File: src/rtl/sram_req_adapter_pkg.sv
// Shared memory-message header for the SRAM request adapter.
// Holds request-type encodings, stage-1 state bundle and helpers.
package sram_req_adapter_pkg;

  typedef enum logic {
    MEM_READ  = 1'b0,
    MEM_WRITE = 1'b1
  } mem_type_e;

  typedef struct packed {
    logic      in_flight;
    mem_type_e kind;
  } s1_state_t;

  function automatic int clog2_min1(input int n);
    return (n > 1) ? $clog2(n) : 1;
  endfunction

endpackage

File: src/rtl/sram_req_adapter_if.sv
// Request/response handshake bundle for sram_req_adapter.
// master = requester side, slave = adapter side.
interface sram_req_adapter_if #(
  parameter int p_data_nbits  = 32,
  parameter int p_num_entries = 256
);
  localparam int c_addr_nbits  = $clog2(p_num_entries);
  localparam int c_data_nbytes = (p_data_nbits + 7) / 8;

  logic                     req_val;
  logic                     req_rdy;
  logic                     req_type;
  logic [c_addr_nbits-1:0]  req_addr;
  logic [p_data_nbits-1:0]  req_data;
  logic [c_data_nbytes-1:0] req_byte_en;

  logic                     resp_val;
  logic                     resp_rdy;
  logic                     resp_type;
  logic [p_data_nbits-1:0]  resp_data;

  modport master (
    output req_val, req_type, req_addr,
    output req_data, req_byte_en, resp_rdy,
    input  req_rdy, resp_val, resp_type, resp_data
  );

  modport slave (
    input  req_val, req_type, req_addr,
    input  req_data, req_byte_en, resp_rdy,
    output req_rdy, resp_val, resp_type, resp_data
  );

endinterface

File: src/rtl/sram_req_adapter_resp_queue.sv
// Non-bypass FIFO with occupancy output for adapter responses.
// Ports: clk, reset, enq_val/enq_data, deq_val/deq_rdy/deq_data, occ.
module sram_req_adapter_resp_queue
  import sram_req_adapter_pkg::*;
#(
  parameter  int p_depth     = 2,
  parameter  int p_width     = 33,
  localparam int c_ptr_nbits = clog2_min1(p_depth),
  localparam int c_cnt_nbits = $clog2(p_depth + 1)
) (
  input  logic                   clk,
  input  logic                   reset,
  input  logic                   enq_val,
  input  logic [p_width-1:0]     enq_data,
  output logic                   deq_val,
  input  logic                   deq_rdy,
  output logic [p_width-1:0]     deq_data,
  output logic [c_cnt_nbits-1:0] occ
);

  localparam logic [c_ptr_nbits-1:0] c_last =
    c_ptr_nbits'(p_depth - 1);
  localparam logic [c_cnt_nbits-1:0] c_full =
    c_cnt_nbits'(p_depth);

  logic [p_width-1:0]     mem [p_depth];
  logic [c_ptr_nbits-1:0] wr_ptr;
  logic [c_ptr_nbits-1:0] rd_ptr;
  logic                   deq;

  function automatic logic [c_ptr_nbits-1:0] nxt(
    input logic [c_ptr_nbits-1:0] p
  );
    return (p == c_last) ? '0 : p + 1'b1;
  endfunction

  assign deq_val  = (occ != '0);
  assign deq      = deq_val && deq_rdy;
  assign deq_data = mem[rd_ptr];

  always_ff @(posedge clk) begin
    if (reset) begin
      wr_ptr <= '0;
      rd_ptr <= '0;
      occ    <= '0;
    end else begin
      if (enq_val) wr_ptr <= nxt(wr_ptr);
      if (deq)     rd_ptr <= nxt(rd_ptr);
      case ({enq_val, deq})
        2'b10:   occ <= occ + 1'b1;
        2'b01:   occ <= occ - 1'b1;
        default: occ <= occ;
      endcase
    end
  end

  always_ff @(posedge clk) begin
    if (enq_val) mem[wr_ptr] <= enq_data;
  end

  // The upstream credit check guarantees room for every enqueue.
  a_no_overflow: assert property (
    @(posedge clk) disable iff (reset)
    !(enq_val && !deq && occ == c_full)
  );

endmodule

File: src/rtl/sram_req_adapter.sv
// Val/rdy request adapter in front of a 1rw synchronous SRAM.
// Ports: clk, reset, bus (slave), sram read/write port signals.
module sram_req_adapter
  import sram_req_adapter_pkg::*;
#(
  parameter  int p_data_nbits   = 32,
  parameter  int p_num_entries  = 256,
  parameter  int p_resp_entries = 2,
  localparam int c_addr_nbits   = $clog2(p_num_entries),
  localparam int c_data_nbytes  = (p_data_nbits + 7) / 8
) (
  input  logic                     clk,
  input  logic                     reset,
  sram_req_adapter_if.slave        bus,
  output logic                     sram_read_en,
  output logic [c_addr_nbits-1:0]  sram_read_addr,
  input  logic [p_data_nbits-1:0]  sram_read_data,
  output logic                     sram_write_en,
  output logic [c_data_nbytes-1:0] sram_write_byte_en,
  output logic [c_addr_nbits-1:0]  sram_write_addr,
  output logic [p_data_nbits-1:0]  sram_write_data
);

  localparam int c_cnt_nbits = $clog2(p_resp_entries + 1);
  localparam int c_cr_nbits  = c_cnt_nbits + 1;
  localparam logic [c_cr_nbits-1:0] c_credits =
    c_cr_nbits'(p_resp_entries);
  localparam logic [c_addr_nbits:0] c_addr_lim =
    (c_addr_nbits + 1)'(p_num_entries);

  s1_state_t                s1;
  logic                     fire;
  logic                     deq;
  logic                     q_val;
  logic [p_data_nbits:0]    q_enq_data;
  logic [p_data_nbits:0]    q_deq_data;
  logic [c_cnt_nbits-1:0]   occ;
  logic [c_cr_nbits-1:0]    used;

  assign fire = bus.req_val && bus.req_rdy;

  // Buffer contents are discarded by reset; hide them meanwhile.
  assign bus.resp_val  = q_val && !reset;
  assign bus.resp_type = q_deq_data[p_data_nbits];
  assign bus.resp_data = q_deq_data[p_data_nbits-1:0];
  assign deq           = bus.resp_val && bus.resp_rdy;

  // An in-flight request already owns a slot; a dequeue this
  // cycle frees one, which keeps full throughput at depth 2.
  assign used = c_cr_nbits'(occ)
              + c_cr_nbits'(s1.in_flight)
              - c_cr_nbits'(deq);
  assign bus.req_rdy = !reset && (used < c_credits);

  always_comb begin
    sram_read_en       = fire && (bus.req_type == MEM_READ);
    sram_write_en      = fire && (bus.req_type == MEM_WRITE);
    sram_read_addr     = bus.req_addr;
    sram_write_addr    = bus.req_addr;
    sram_write_data    = bus.req_data;
    sram_write_byte_en = bus.req_byte_en;
  end

  always_ff @(posedge clk) begin
    if (reset) begin
      s1 <= '{in_flight: 1'b0, kind: MEM_READ};
    end else begin
      s1.in_flight <= fire;
      if (fire) s1.kind <= mem_type_e'(bus.req_type);
    end
  end

  always_comb begin
    q_enq_data = '0;
    q_enq_data[p_data_nbits] = (s1.kind == MEM_WRITE);
    if (s1.kind == MEM_READ)
      q_enq_data[p_data_nbits-1:0] = sram_read_data;
  end

  sram_req_adapter_resp_queue #(
    .p_depth (p_resp_entries),
    .p_width (p_data_nbits + 1)
  ) u_resp_queue (
    .clk      (clk),
    .reset    (reset),
    .enq_val  (s1.in_flight),
    .enq_data (q_enq_data),
    .deq_val  (q_val),
    .deq_rdy  (bus.resp_rdy),
    .deq_data (q_deq_data),
    .occ      (occ)
  );

  a_req_val_known: assert property (
    @(posedge clk) disable iff (reset)
    !$isunknown(bus.req_val)
  );

  a_resp_rdy_known: assert property (
    @(posedge clk) disable iff (reset)
    !$isunknown(bus.resp_rdy)
  );

  a_addr_range: assert property (
    @(posedge clk) disable iff (reset)
    fire |-> ({1'b0, bus.req_addr} < c_addr_lim)
  );

  a_byte_en_known: assert property (
    @(posedge clk) disable iff (reset)
    fire |-> !$isunknown(bus.req_byte_en)
  );

  a_one_port: assert property (
    @(posedge clk) disable iff (reset)
    !(sram_read_en && sram_write_en)
  );

endmodule

File: src/flat_wrapper.sv
// flat-port wrapper written by rule: the top's interface ports become plain ports
module sram_req_adapter_flat import sram_req_adapter_pkg::*;
#(
  parameter  int p_data_nbits   = 32,
  parameter  int p_num_entries  = 256,
  parameter  int p_resp_entries = 2,
  localparam int c_addr_nbits   = $clog2(p_num_entries),
  localparam int c_data_nbytes  = (p_data_nbits + 7) / 8
)
  (clk, reset, sram_read_en, sram_read_addr, sram_read_data, sram_write_en, sram_write_byte_en, sram_write_addr, sram_write_data, bus_req_val, bus_req_type, bus_req_addr, bus_req_data, bus_req_byte_en, bus_resp_rdy, bus_req_rdy, bus_resp_val, bus_resp_type, bus_resp_data);
  sram_req_adapter_if #(.p_data_nbits(p_data_nbits), .p_num_entries(p_num_entries)) bus_i ();
  input  logic clk;
  input  logic reset;
  output logic sram_read_en;
  output logic [c_addr_nbits-1:0] sram_read_addr;
  input  logic [p_data_nbits-1:0] sram_read_data;
  output logic sram_write_en;
  output logic [c_data_nbytes-1:0] sram_write_byte_en;
  output logic [c_addr_nbits-1:0] sram_write_addr;
  output logic [p_data_nbits-1:0] sram_write_data;
  input wire logic [$bits(bus_i.req_val)-1:0] bus_req_val;
  input wire logic [$bits(bus_i.req_type)-1:0] bus_req_type;
  input wire logic [$bits(bus_i.req_addr)-1:0] bus_req_addr;
  input wire logic [$bits(bus_i.req_data)-1:0] bus_req_data;
  input wire logic [$bits(bus_i.req_byte_en)-1:0] bus_req_byte_en;
  input wire logic [$bits(bus_i.resp_rdy)-1:0] bus_resp_rdy;
  output wire logic [$bits(bus_i.req_rdy)-1:0] bus_req_rdy;
  output wire logic [$bits(bus_i.resp_val)-1:0] bus_resp_val;
  output wire logic [$bits(bus_i.resp_type)-1:0] bus_resp_type;
  output wire logic [$bits(bus_i.resp_data)-1:0] bus_resp_data;
  assign bus_i.req_val = bus_req_val;
  assign bus_i.req_type = bus_req_type;
  assign bus_i.req_addr = bus_req_addr;
  assign bus_i.req_data = bus_req_data;
  assign bus_i.req_byte_en = bus_req_byte_en;
  assign bus_i.resp_rdy = bus_resp_rdy;
  assign bus_req_rdy = bus_i.req_rdy;
  assign bus_resp_val = bus_i.resp_val;
  assign bus_resp_type = bus_i.resp_type;
  assign bus_resp_data = bus_i.resp_data;
  sram_req_adapter #(.p_data_nbits(p_data_nbits), .p_num_entries(p_num_entries), .p_resp_entries(p_resp_entries)) u_core (.clk(clk), .reset(reset), .bus(bus_i), .sram_read_en(sram_read_en), .sram_read_addr(sram_read_addr), .sram_read_data(sram_read_data), .sram_write_en(sram_write_en), .sram_write_byte_en(sram_write_byte_en), .sram_write_addr(sram_write_addr), .sram_write_data(sram_write_data));
endmodule
File: config.mk
export PLATFORM = sky130hd
export DESIGN_NAME = sram_req_adapter_flat
export DESIGN_NICKNAME = d
export VERILOG_FILES = /design/src/rtl/sram_req_adapter_pkg.sv /design/src/rtl/sram_req_adapter_if.sv /design/src/rtl/sram_req_adapter_resp_queue.sv /design/src/rtl/sram_req_adapter.sv /design/src/flat_wrapper.sv
export SDC_FILE = /design/constraint.sdc
export NUM_CORES = 1
export LEC_CHECK = 0
export ABC_CLOCK_PERIOD_IN_PS = 7400
export CAP_MARGIN = 20
export CORE_AREA = 2 2 109 111
export CTS_CLUSTER_DIAMETER = 30
export DETAILED_ROUTE_END_ITERATION = 8
export DIE_AREA = 0 0 111 113
export GPL_TIMING_DRIVEN = 0
export PLACE_DENSITY = 0.68
export SLEW_MARGIN = 20
export SYNTH_ARGS = -nofsm -noshare
export SYNTH_HDL_FRONTEND = slang
export SYNTH_SLANG_ARGS = --single-unit
File: constraint.sdc
create_clock -name clk -period 7.4 [get_ports clk]
set_input_delay 1.48 -clock clk [delete_from_list [all_inputs] [get_ports clk]]
set_output_delay 1.48 -clock clk [all_outputs]
set_load 0.01 [all_outputs]
==> impl_metrics.csv, run 1 <==
group,metric,value,unit
run_status,status,"completed",
clocking,numCtsBuffers,9,
worst_setup_path,cpMostUsedCell,"clkdlybuf4s50_1",
power,p_leak,1.86,nW
worst_setup_path,critPathTopFamily,"buffers and inverters",
worst_setup_path,r2r-end,"u_core.q_enq_data[32]$_SDFFE_PP0P_",
global_route,grt_pass1_wl,11100,um
global_route,overflow,0,
placement,place_area,4800,um2
clocking,clkLatencyLatePin,0.32,ns
sta,holdWs,0.515,ns
final_layout,antenna_cells,0,
hold_path,min_from,"u_core.u_resp_queue.rd_ptr$_SDFFE_PP0P_",
floorplan,die_w,111,um
detailed_routing,drc,0,
placement,gp_congestion,0.721,
detailed_routing,dr.pass1.iters,4,
power,power,0.00149,W
final_layout,finish.instance_area,5070,um2
worst_setup_path,cp-end-kind,"output pin",
synthesis,yosys_warnings,0,
synthesis,avgSynthCellArea,14.6,um2
clocking,postCtsHoldBufs,0,
worst_setup_path,rr_worst_depth,8,
clocking,cts_tree,"built",
final_layout,num-nets-final,449,
floorplan,coreArea,11300,um2
sta,tightest_slew,0.521,ns
clocking,clk_pin_slew,0.06,ns
detailed_routing,routed_wl,6990,um
final_layout,drive_gt1_frac,0.290,
placement,dp_hpwl,5150,um
worst_setup_path,critPathSlowestCell,"clkdlybuf4s50_1",
clocking,cts_setup_buffers,0,
hold_path,worstHoldPathCells,2,
worst_setup_path,cp.arrival,4.18,ns
placement,place.port_buffers,124,
global_route,grt_antenna_before_repair,0,
worst_setup_path,cp.required,5.92,ns
clocking,clk_path_buf_depth,2,
worst_setup_path,crit_chain,"clkdlybuf4s50_1 > o21ai_0 > nor2_1 > ha_1 > nand2b_1 > fa_1 > xor2_1 > and4bb_4 > nor2b_1 > clkdlybuf4s50_1",
hold_path,min_to,"u_core.u_resp_queue.rd_ptr$_SDFFE_PP0P_",
worst_setup_path,reg2reg_slack,4.85,ns
synthesis,synthCells,228,
sta,maxSlewHeadroom,0.653,
sta,tns,0,ns
sta,max_freq,177,MHz
worst_setup_path,reg2reg_from,"u_core.u_resp_queue.occ[1]$_SDFFE_PP0P_",
detailed_routing,wire_per_inst,13.6,um
detailed_routing,viasPerCell,4.22,
final_layout,nFillCells,1063,
sta,rsz0062_at_grt,"false",
synthesis,ys_seq_area_frac,0.636,
worst_setup_path,timing.critical_path.buf_inv,2,
floorplan,die-area,12500,um2
clocking,cts_htree_levels,3,
worst_setup_path,crit_path_start_kind,"input port",
sta,period_needed,5.66,ns
hold_path,holdCritPathClass,"flip-flop to flip-flop",
clocking,cts_sinks,73,
floorplan,die_h,113,um
global_route,track_usage,0.114,
global_route,grt_max_degree,24,
detailed_routing,ant_nets,0,
final_layout,synthToLayoutAreaGrowth,51.9,%
worst_setup_path,max_stage_delay,0.54,ns
floorplan,row_count,39,
sta,hold_viol_final,0,
detailed_routing,vias,2159,
clocking,clockRootBuffer,"clkbuf_16",
power,vdd_ir_drop_max,0.000118,V
detailed_routing,first_iter_violations,69,
sta,clock_skew,0.00663,ns
floorplan,start_util,0.296,
synthesis,synth-seq-cells,73,
synthesis,synthDistinctLibCells,21,
power,pwr_density_cell,294,nW/um2
synthesis,netlist_area,3340,um2
clocking,cts_resized,0,
sta,timing.final.crit_share,0.765,
worst_setup_path,path_class,"input port to output pin",
sta,setup_viol,0,
global_route,grt_pass1_vias,2348,
worst_setup_path,cp_max_fo,4,
job,drv_cap,0,
synthesis,syn_nets,312,
sta,drv_slew,0,
floorplan,num_io_pins,170,
-- cell usage in the layout (no fill, tap or decap), types with 3 or more instances in the layout --
cell / count
xor2_1: 3
buf_4: 52
nor2b_1: 34
clkdlybuf4s50_1: 124
clkbuf_16: 9
mux2_2: 33
dfxtp_1: 7
nor2_1: 7
edfxtp_1: 66
buf_2: 3
clkbuf_1: 5
-- registers in the layout (all words and copies together) (netlist names), named ones only --
| register | cells |
|---|---|
| u_core.u_resp_queue.wr_ptr | 1 |
| u_core.u_resp_queue.occ | 2 |
| u_core.u_resp_queue.mem | 66 |
| u_core.q_enq_data | 1 |
| u_core.s1 | 1 |
| u_core.u_resp_queue.rd_ptr | 1 |
-- logic make-up after synthesis --
| logic type | Yosys count | share of synthesized area |
|---|---|---|
| buffers and inverters | 62 | 0.129 |
| AOI/OAI and AO/OA | 3 | 0.00450 |
| xor gates and xnor gates | 5 | 0.0131 |
| DFF | 73 | 0.636 |
| adders and majority gates | 3 | 0.0135 |
| muxes | 34 | 0.116 |
| and+or+nand+nor | 48 | 0.0874 |
-- cell usage after synthesis, drive strengths merged --
master | count | area share
buf | 55 | 0.12
xnor2 | 2 | 0.0053
mux2 | 34 | 0.12
inv | 2 | 0.0023
and2 | 2 | 0.0038
edfxtp | 66 | 0.59
clkbuf | 5 | 0.0056
or3 | 1 | 0.0019
xor2 | 3 | 0.0079
nor3b | 1 | 0.0023
dfxtp | 7 | 0.042
o21ai | 2 | 0.0030
ha | 2 | 0.0075
nand2b | 1 | 0.0019
fa | 1 | 0.0060
nor2 | 8 | 0.0090
nor2b | 34 | 0.064
a21oi | 1 | 0.0015
and4bb | 1 | 0.0049
-- report_power, final --
part / internal, W / switching (W) / leakage (nW) / total [W]
sequential: 0.000553 / 0.0000262 / 0.665 / 0.000579
clock: 0.000222 / 0.000153 / 0.122 / 0.000375
combinational: 0.000303 / 0.000230 / 1.07 / 0.000533
-- metrics by stage --
| stage | utilization | cells | worst slack (ns) |
|---|---|---|---|
| final | 0.449 | 512 | 1.74 |
| after global routing | 0.449 | 512 | 1.62 |
| after CTS | 0.449 | 512 | 1.70 |
| after global placement | 0.422 | 495 | 1.76 |
| after detailed placement | 0.426 | 497 | 1.71 |
| after floorplan | - | 228 | 2.63 |
-- layer usage --
layer,vias up,track usage,wire length [um]
met2,119,0.203,3610
met5,-,0,0
li1,1020,-,-
met1,1014,0.129,2770
met3,6,0.0327,517
met4,0,0.0475,95
-- worst max-delay path by stage --
stage | slack, ns | startpoint | endpoint | cells past startpoint
finish | 1.74 | bus_resp_rdy | sram_read_en | 10
global route | 1.62 | bus_resp_rdy | sram_read_en | 10
CTS | 1.70 | bus_resp_rdy | sram_read_en | 10
detailed placement | 1.71 | bus_resp_rdy | sram_read_en | 10
global placement | 1.76 | bus_resp_rdy | sram_read_en | 10
floorplan | 2.63 | reset | sram_read_en | 8
-- worst reg2reg max path: cells and delay by family, from the launching register on --
family	cells	cell delay, ns
AO/OA/AOI/OAI	1	0.37
XOR/XNOR	1	0.16
adder cells (fa/ha/maj)	2	0.65
flip-flops	1	0.37
multiplexers	1	0.29
AND/OR/NAND/NOR	3	0.60
-- final cells by class --
cell class | instances | area, um2 | area share
timing repair buffer | 126 | 1280 | 0.253
tap | 143 | 179 | 0.0353
inverter | 2 | 7.51 | 0.00148
clock buffer | 9 | 225 | 0.0445
multi-input combinational | 93 | 791 | 0.156
clock inverter | 6 | 36.3 | 0.00716
buffer | 60 | 424 | 0.0837
sequential | 73 | 2120 | 0.419
Note: power is estimated with default switching activity, not from simulation.
==> run 2: changes to the inputs <==
--- a/config.mk
+++ b/config.mk
@@ -5,14 +5,14 @@
 export SDC_FILE = /design/constraint.sdc
 export NUM_CORES = 1
 export LEC_CHECK = 0
-export ABC_CLOCK_PERIOD_IN_PS = 7400
+export ABC_CLOCK_PERIOD_IN_PS = 4650
 export CAP_MARGIN = 20
 export CORE_AREA = 2 2 109 111
 export CTS_CLUSTER_DIAMETER = 30
 export DETAILED_ROUTE_END_ITERATION = 8
 export DIE_AREA = 0 0 111 113
 export GPL_TIMING_DRIVEN = 0
-export PLACE_DENSITY = 0.68
+export PLACE_DENSITY = 0.71
 export SLEW_MARGIN = 20
 export SYNTH_ARGS = -nofsm -noshare
 export SYNTH_HDL_FRONTEND = slang
==> constraint.sdc (replaced) <==
create_clock -name clk -period 4.65 [get_ports clk]
set_input_delay 0.93 -clock clk [delete_from_list [all_inputs] [get_ports clk]]
set_output_delay 0.93 -clock clk [all_outputs]
set_load 0.01 [all_outputs]
==> impl_metrics.csv, run 2 (same netlist as run 1, synthesis figures left out) <==
group,metric,value,unit
final_layout,most-common-layout-cells,"123 x clkdlybuf4s50_1, 66 x edfxtp_1, 52 x buf_4",
clocking,clk_path_buf_depth,2,
hold_path,worstHoldPathCells,2,
power,vdd_ir_drop_max,0.000195,V
floorplan,coreArea,11300,um2
final_layout,drive_gt1_frac,0.295,
final_layout,mostFrequentLayoutCell,"clkdlybuf4s50_1",
floorplan,die_h,113,um
detailed_routing,met3_length,535,um
floorplan,start_util,0.296,
power,p_switching,0.000663,W
sta,tns,0,ns
clocking,cts_resized,0,
power,clockPowerShare,0.307,
worst_setup_path,critPathSlowestCell,"clkdlybuf4s50_1",
clocking,clk_pin_slew,0.05,ns
clocking,cts_htree_levels,3,
job,drv_cap,0,
sta,drv_slew,0,
detailed_routing,wl_met2,3770,um
detailed_routing,wire_per_inst,13.9,um
worst_setup_path,crit_path_start_kind,"input port",
power,p_int,0.00189,W
sta,period_needed,4.49,ns
sta,clock_skew,0.00568,ns
detailed_routing,routed_wl,7130,um
worst_setup_path,reg2reg_from,"u_core.u_resp_queue.occ[1]$_SDFFE_PP0P_",
clocking,clkLatencyLatePin,0.32,ns
hold_path,min_to,"u_core.u_resp_queue.rd_ptr$_SDFFE_PP0P_",
worst_setup_path,crit_chain,"clkdlybuf4s50_1 > o21ai_1 > nor2_1 > ha_1 > nand2b_1 > fa_1 > xor2_1 > and4bb_4 > and2_1 > clkdlybuf4s50_1",
floorplan,die-area,12500,um2
global_route,track_usage,0.114,
power,p_comb_frac,0.332,
final_layout,fin_util,0.457,
global_route,overflow,0,
hold_path,min_from,"u_core.u_resp_queue.rd_ptr$_SDFFE_PP0P_",
worst_setup_path,rr_worst_depth,8,
sta,tightest_slew,0.521,ns
placement,gp_congestion,0.714,
global_route,grt_antenna_before_repair,0,
placement,dp_hpwl,5330,um
final_layout,reg_top3,"u_core.u_resp_queue.mem (66), u_core.u_resp_queue.occ (2)",
detailed_routing,vias,2135,
worst_setup_path,cpMostUsedCell,"clkdlybuf4s50_1",
worst_setup_path,r2r-end,"u_core.q_enq_data[32]$_SDFFE_PP0P_",
floorplan,num_io_pins,170,
global_route,grt_pass1_vias,2258,
detailed_routing,wl_met1,2790,um
sta,timing.final.crit_share,0.966,
floorplan,die_w,111,um
placement,place.port_buffers,124,
run_status,status,"completed",
power,p_leak,1.92,nW
worst_setup_path,reg2reg_slack,2.19,ns
clocking,numCtsBuffers,9,
final_layout,regMostFlops,"u_core.u_resp_queue.mem",
clocking,clockRootBuffer,"clkbuf_16",
sta,hold_viol_final,0,
final_layout,num-nets-final,449,
detailed_routing,viasPerCell,4.16,
worst_setup_path,cp.required,3.72,ns
sta,setup_viol,0,
sta,max_freq,223,MHz
final_layout,synthToLayoutAreaGrowth,54.4,%
global_route,grt_pass1_wl,11100,um
worst_setup_path,cp_max_fo,4,
power,swShare,0.260,
detailed_routing,drc,0,
worst_setup_path,cp-end-kind,"output pin",
global_route,grt_max_degree,24,
clocking,cts_sinks,73,
placement,place_inst,497,
detailed_routing,first_iter_violations,65,
worst_setup_path,path_class,"input port to output pin",
detailed_routing,top_layer_used,"met4",
sta,maxSlewHeadroom,0.653,
clocking,postCtsHoldBufs,0,
clocking,cts_tree,"built",
floorplan,row_count,39,
sta,rsz0062_at_grt,"false",
final_layout,instances_no_fill,513,
hold_path,holdCritPathClass,"flip-flop to flip-flop",
power,pwr_density_cell,495,nW/um2
clocking,cts_setup_buffers,0,
worst_setup_path,cp.arrival,3.56,ns
power,seq_power_share,0.361,
detailed_routing,dr.pass1.iters,4,
sta,holdWs,0.507,ns
worst_setup_path,max_stage_delay,0.53,ns
detailed_routing,ant_nets,0,
final_layout,antenna_cells,0,
final_layout,largest_reg_flops,66,
## run 2: final cells by class
type | instances | area [um2]
multi-input combinational | 93 | 791
timing repair buffer | 126 | 1280
clock buffer | 10 | 229
buffer | 60 | 424
tap | 143 | 179
clock inverter | 6 | 115
inverter | 2 | 7.51
fill | 1023 | 6120
sequential | 73 | 2120
## run 2: power groups by stage
stage / Sequential [W] / Clock [W] / Combinational, W
detailed placement: 0.000937 / 0 / 0.000869
finish: 0.000921 / 0.000783 / 0.000849
global route: 0.000935 / 0.000835 / 0.000921
floorplan: 0.000925 / 0 / 0.000446
global placement: 0.000938 / 0 / 0.000834
CTS: 0.000924 / 0.000803 / 0.000874
## run 2: worst max-delay path by stage
stage	start	endpoint
detailed placement	bus_resp_rdy	sram_write_en
global placement	bus_resp_rdy	sram_read_en
floorplan	reset	sram_read_en
finish	bus_resp_rdy	sram_write_en
global route	bus_resp_rdy	sram_write_en
CTS	bus_resp_rdy	sram_write_en
## run 2: worst max-delay path: cells and delay by family
kind / cells / cell delay, ns
buf+inv: 2 / 0.94
xor+xnor: 1 / 0.16
fa+ha+maj: 2 / 0.65
simple gates: 4 / 0.71
compound gates: 1 / 0.17
## run 2: per-stage QoR
step / area [um2] / setup WS, ns / total power (W)
finish: 5150 / 0.157 / 0.00255
global route: 5150 / 0.0179 / 0.00269
CTS: 5150 / 0.0602 / 0.00260
detailed placement: 4800 / 0.0592 / 0.00181
global placement: 4760 / 0.111 / 0.00177
floorplan: 3340 / 0.975 / 0.00137
## run 2: routing by layer
layer | track usage | vias to the layer above
met5 | 0 | -
li1 | - | 1017
met1 | 0.127 | 996
met2 | 0.205 | 118
met4 | 0.0350 | 0
met3 | 0.0412 | 4
==> run 3: changes to the inputs <==
--- a/config.mk
+++ b/config.mk
@@ -7,12 +7,14 @@
 export LEC_CHECK = 0
 export ABC_CLOCK_PERIOD_IN_PS = 4650
 export CAP_MARGIN = 20
-export CORE_AREA = 2 2 109 111
+export CELL_PAD_IN_SITES_DETAIL_PLACEMENT = 1
+export CELL_PAD_IN_SITES_GLOBAL_PLACEMENT = 2
+export CORE_AREA = 2 2 127 129
 export CTS_CLUSTER_DIAMETER = 30
 export DETAILED_ROUTE_END_ITERATION = 8
-export DIE_AREA = 0 0 111 113
+export DIE_AREA = 0 0 129 131
 export GPL_TIMING_DRIVEN = 0
-export PLACE_DENSITY = 0.71
+export PLACE_DENSITY = 0.8
 export SLEW_MARGIN = 20
 export SYNTH_ARGS = -nofsm -noshare
 export SYNTH_HDL_FRONTEND = slang
==> impl_metrics.csv, run 3 (same netlist as run 1, synthesis figures left out) <==
group,metric,value,unit
run_status,status,"completed",
global_route,overflow,0,
floorplan,num_io_pins,170,
final_layout,nFillCells,1679,
sta,setup_viol,0,
worst_setup_path,cp_max_fo,4,
clocking,postCtsHoldBufs,0,
final_layout,regMostFlops,"u_core.u_resp_queue.mem",
floorplan,row_count,46,
clocking,clk_path_buf_depth,2,
detailed_routing,wire_per_inst,13.9,um
power,p_leak,1.91,nW
final_layout,synthToLayoutAreaGrowth,57.5,%
worst_setup_path,cp.arrival,3.57,ns
clocking,numCtsBuffers,9,
power,pwr_density_cell,493,nW/um2
power,vdd_ir_drop_max,0.000185,V
clocking,clockRootBuffer,"clkbuf_16",
worst_setup_path,cp-end-kind,"output pin",
hold_path,worstHoldPathCells,2,
worst_setup_path,path_class,"input port to output pin",
final_layout,multi_input_area,791,um2
clocking,clkLatencyLatePin,0.34,ns
final_layout,most-common-layout-cells,"124 x clkdlybuf4s50_1, 66 x edfxtp_1, 52 x buf_4",
final_layout,drive_gt1_frac,0.295,
detailed_routing,ant_nets,0,
global_route,grt_max_degree,22,
detailed_routing,viasPerCell,3.72,
final_layout,fin_util,0.337,
worst_setup_path,cp.required,3.72,ns
sta,hold_viol_final,0,
detailed_routing,dr.pass1.iters,4,
sta,period_needed,4.50,ns
placement,place_area,4910,um2
final_layout,mostFrequentLayoutCell,"clkdlybuf4s50_1",
clocking,cts_sinks,73,
placement,place.port_buffers,124,
sta,drv_slew,0,
sta,clock_skew,0.00373,ns
sta,tns,0,ns
placement,dp_hpwl,6010,um
sta,timing.final.crit_share,0.969,
final_layout,finish.instance_area,5260,um2
sta,tightest_slew,0.539,ns
floorplan,die_w,129,um
clocking,cts_htree_levels,3,
power,power,0.00259,W
detailed_routing,first_iter_violations,67,
floorplan,start_util,0.214,
sta,rsz0062_at_grt,"false",
hold_path,holdCritPathClass,"flip-flop to flip-flop",
final_layout,largest_reg_flops,66,
worst_setup_path,rr_worst_depth,8,
floorplan,coreArea,15600,um2
floorplan,die_h,131,um
sta,maxSlewHeadroom,0.641,
global_route,grt_pass1_wl,11700,um
worst_setup_path,crit_path_start_kind,"input port",
clocking,clk_pin_slew,0.06,ns
global_route,track_usage,0.0950,
global_route,grt_pass1_vias,2340,
final_layout,num-nets-final,449,
final_layout,seq_area,2120,um2
final_layout,reg_top3,"u_core.u_resp_queue.mem (66), u_core.u_resp_queue.occ (2)",
floorplan,die-area,16900,um2
hold_path,min_from,"u_core.u_resp_queue.rd_ptr$_SDFFE_PP0P_",
placement,gp_congestion,0.669,
global_route,grt_antenna_before_repair,0,
detailed_routing,vias,2182,
clocking,cts_tree,"built",
sta,max_freq,222,MHz
final_layout,antenna_cells,0,
worst_setup_path,reg2reg_from,"u_core.u_resp_queue.occ[1]$_SDFFE_PP0P_",
job,drv_cap,0,
detailed_routing,routed_wl,8160,um
detailed_routing,drc,0,
worst_setup_path,startpoint,"bus_resp_rdy",
[run 3: stage by stage]
step	hold slack [ns]	setup slack [ns]	instances
2_1_floorplan	0.472	0.975	228
3_3_place_gp	0.490	0.0873	568
3_5_place_dp	0.502	0.0547	570
4_1_cts	0.526	0.0532	586
5_1_grt	0.569	0.00988	586
6_report	0.518	0.146	586
[run 3: critical path, stage by stage]
cell	delay [ns]
clkdlybuf4s50_1	0.47
o21ai_1	0.11
nor2_1	0.11
ha_1	0.23
nand2b_1	0.15
fa_1	0.38
xor2_1	0.16
and4bb_4	0.37
nor2b_1	0.13
clkdlybuf4s50_1	0.54
[run 3: worst paths after layout]
| kind | slack [ns] | endpoint |
|---|---|---|
| max | 0.15 | sram_read_en |
| min reg2reg | 0.52 | u_core.u_resp_queue.rd_ptr$_SDFFE_PP0P_ |
| max reg2reg | 2.21 | u_core.q_enq_data[32]$_SDFFE_PP0P_ |
| min | 0.52 | u_core.u_resp_queue.rd_ptr$_SDFFE_PP0P_ |
[run 3: cell type report]
cell class,count,area share
well taps,216,0.0514
clock buffers,9,0.0429
clock inverters,7,0.0226
inverters,2,0.00143
repair buffers,126,0.247
flip-flops and latches,73,0.404
multi-input cells,93,0.150
plain buffers,60,0.0807
[run 3: routing by layer]
| metal | global-route usage | wire length (um) | up-vias |
|---|---|---|---|
| li1 | - | - | 1019 |
| met4 | 0.0460 | 166 | 0 |
| met1 | 0.100 | 3230 | 1035 |
| met3 | 0.0375 | 628 | 15 |
| met5 | 0 | 0 | - |
| met2 | 0.166 | 4130 | 113 |
[run 3: report_power, final]
group / internal, W / total (W) / switching [W]
clock network: 0.000524 / 0.000800 / 0.000276
registers: 0.000880 / 0.000924 / 0.0000444
logic: 0.000490 / 0.000868 / 0.000379
total: 0.00189 / 0.00259 / 0.000699
[run 3: repair_timing]
item / in CTS / in global routing
buffers inserted: 0 / 0
endpoints found under the setup margin: 0 / 2
gates resized for setup: 0 / 1
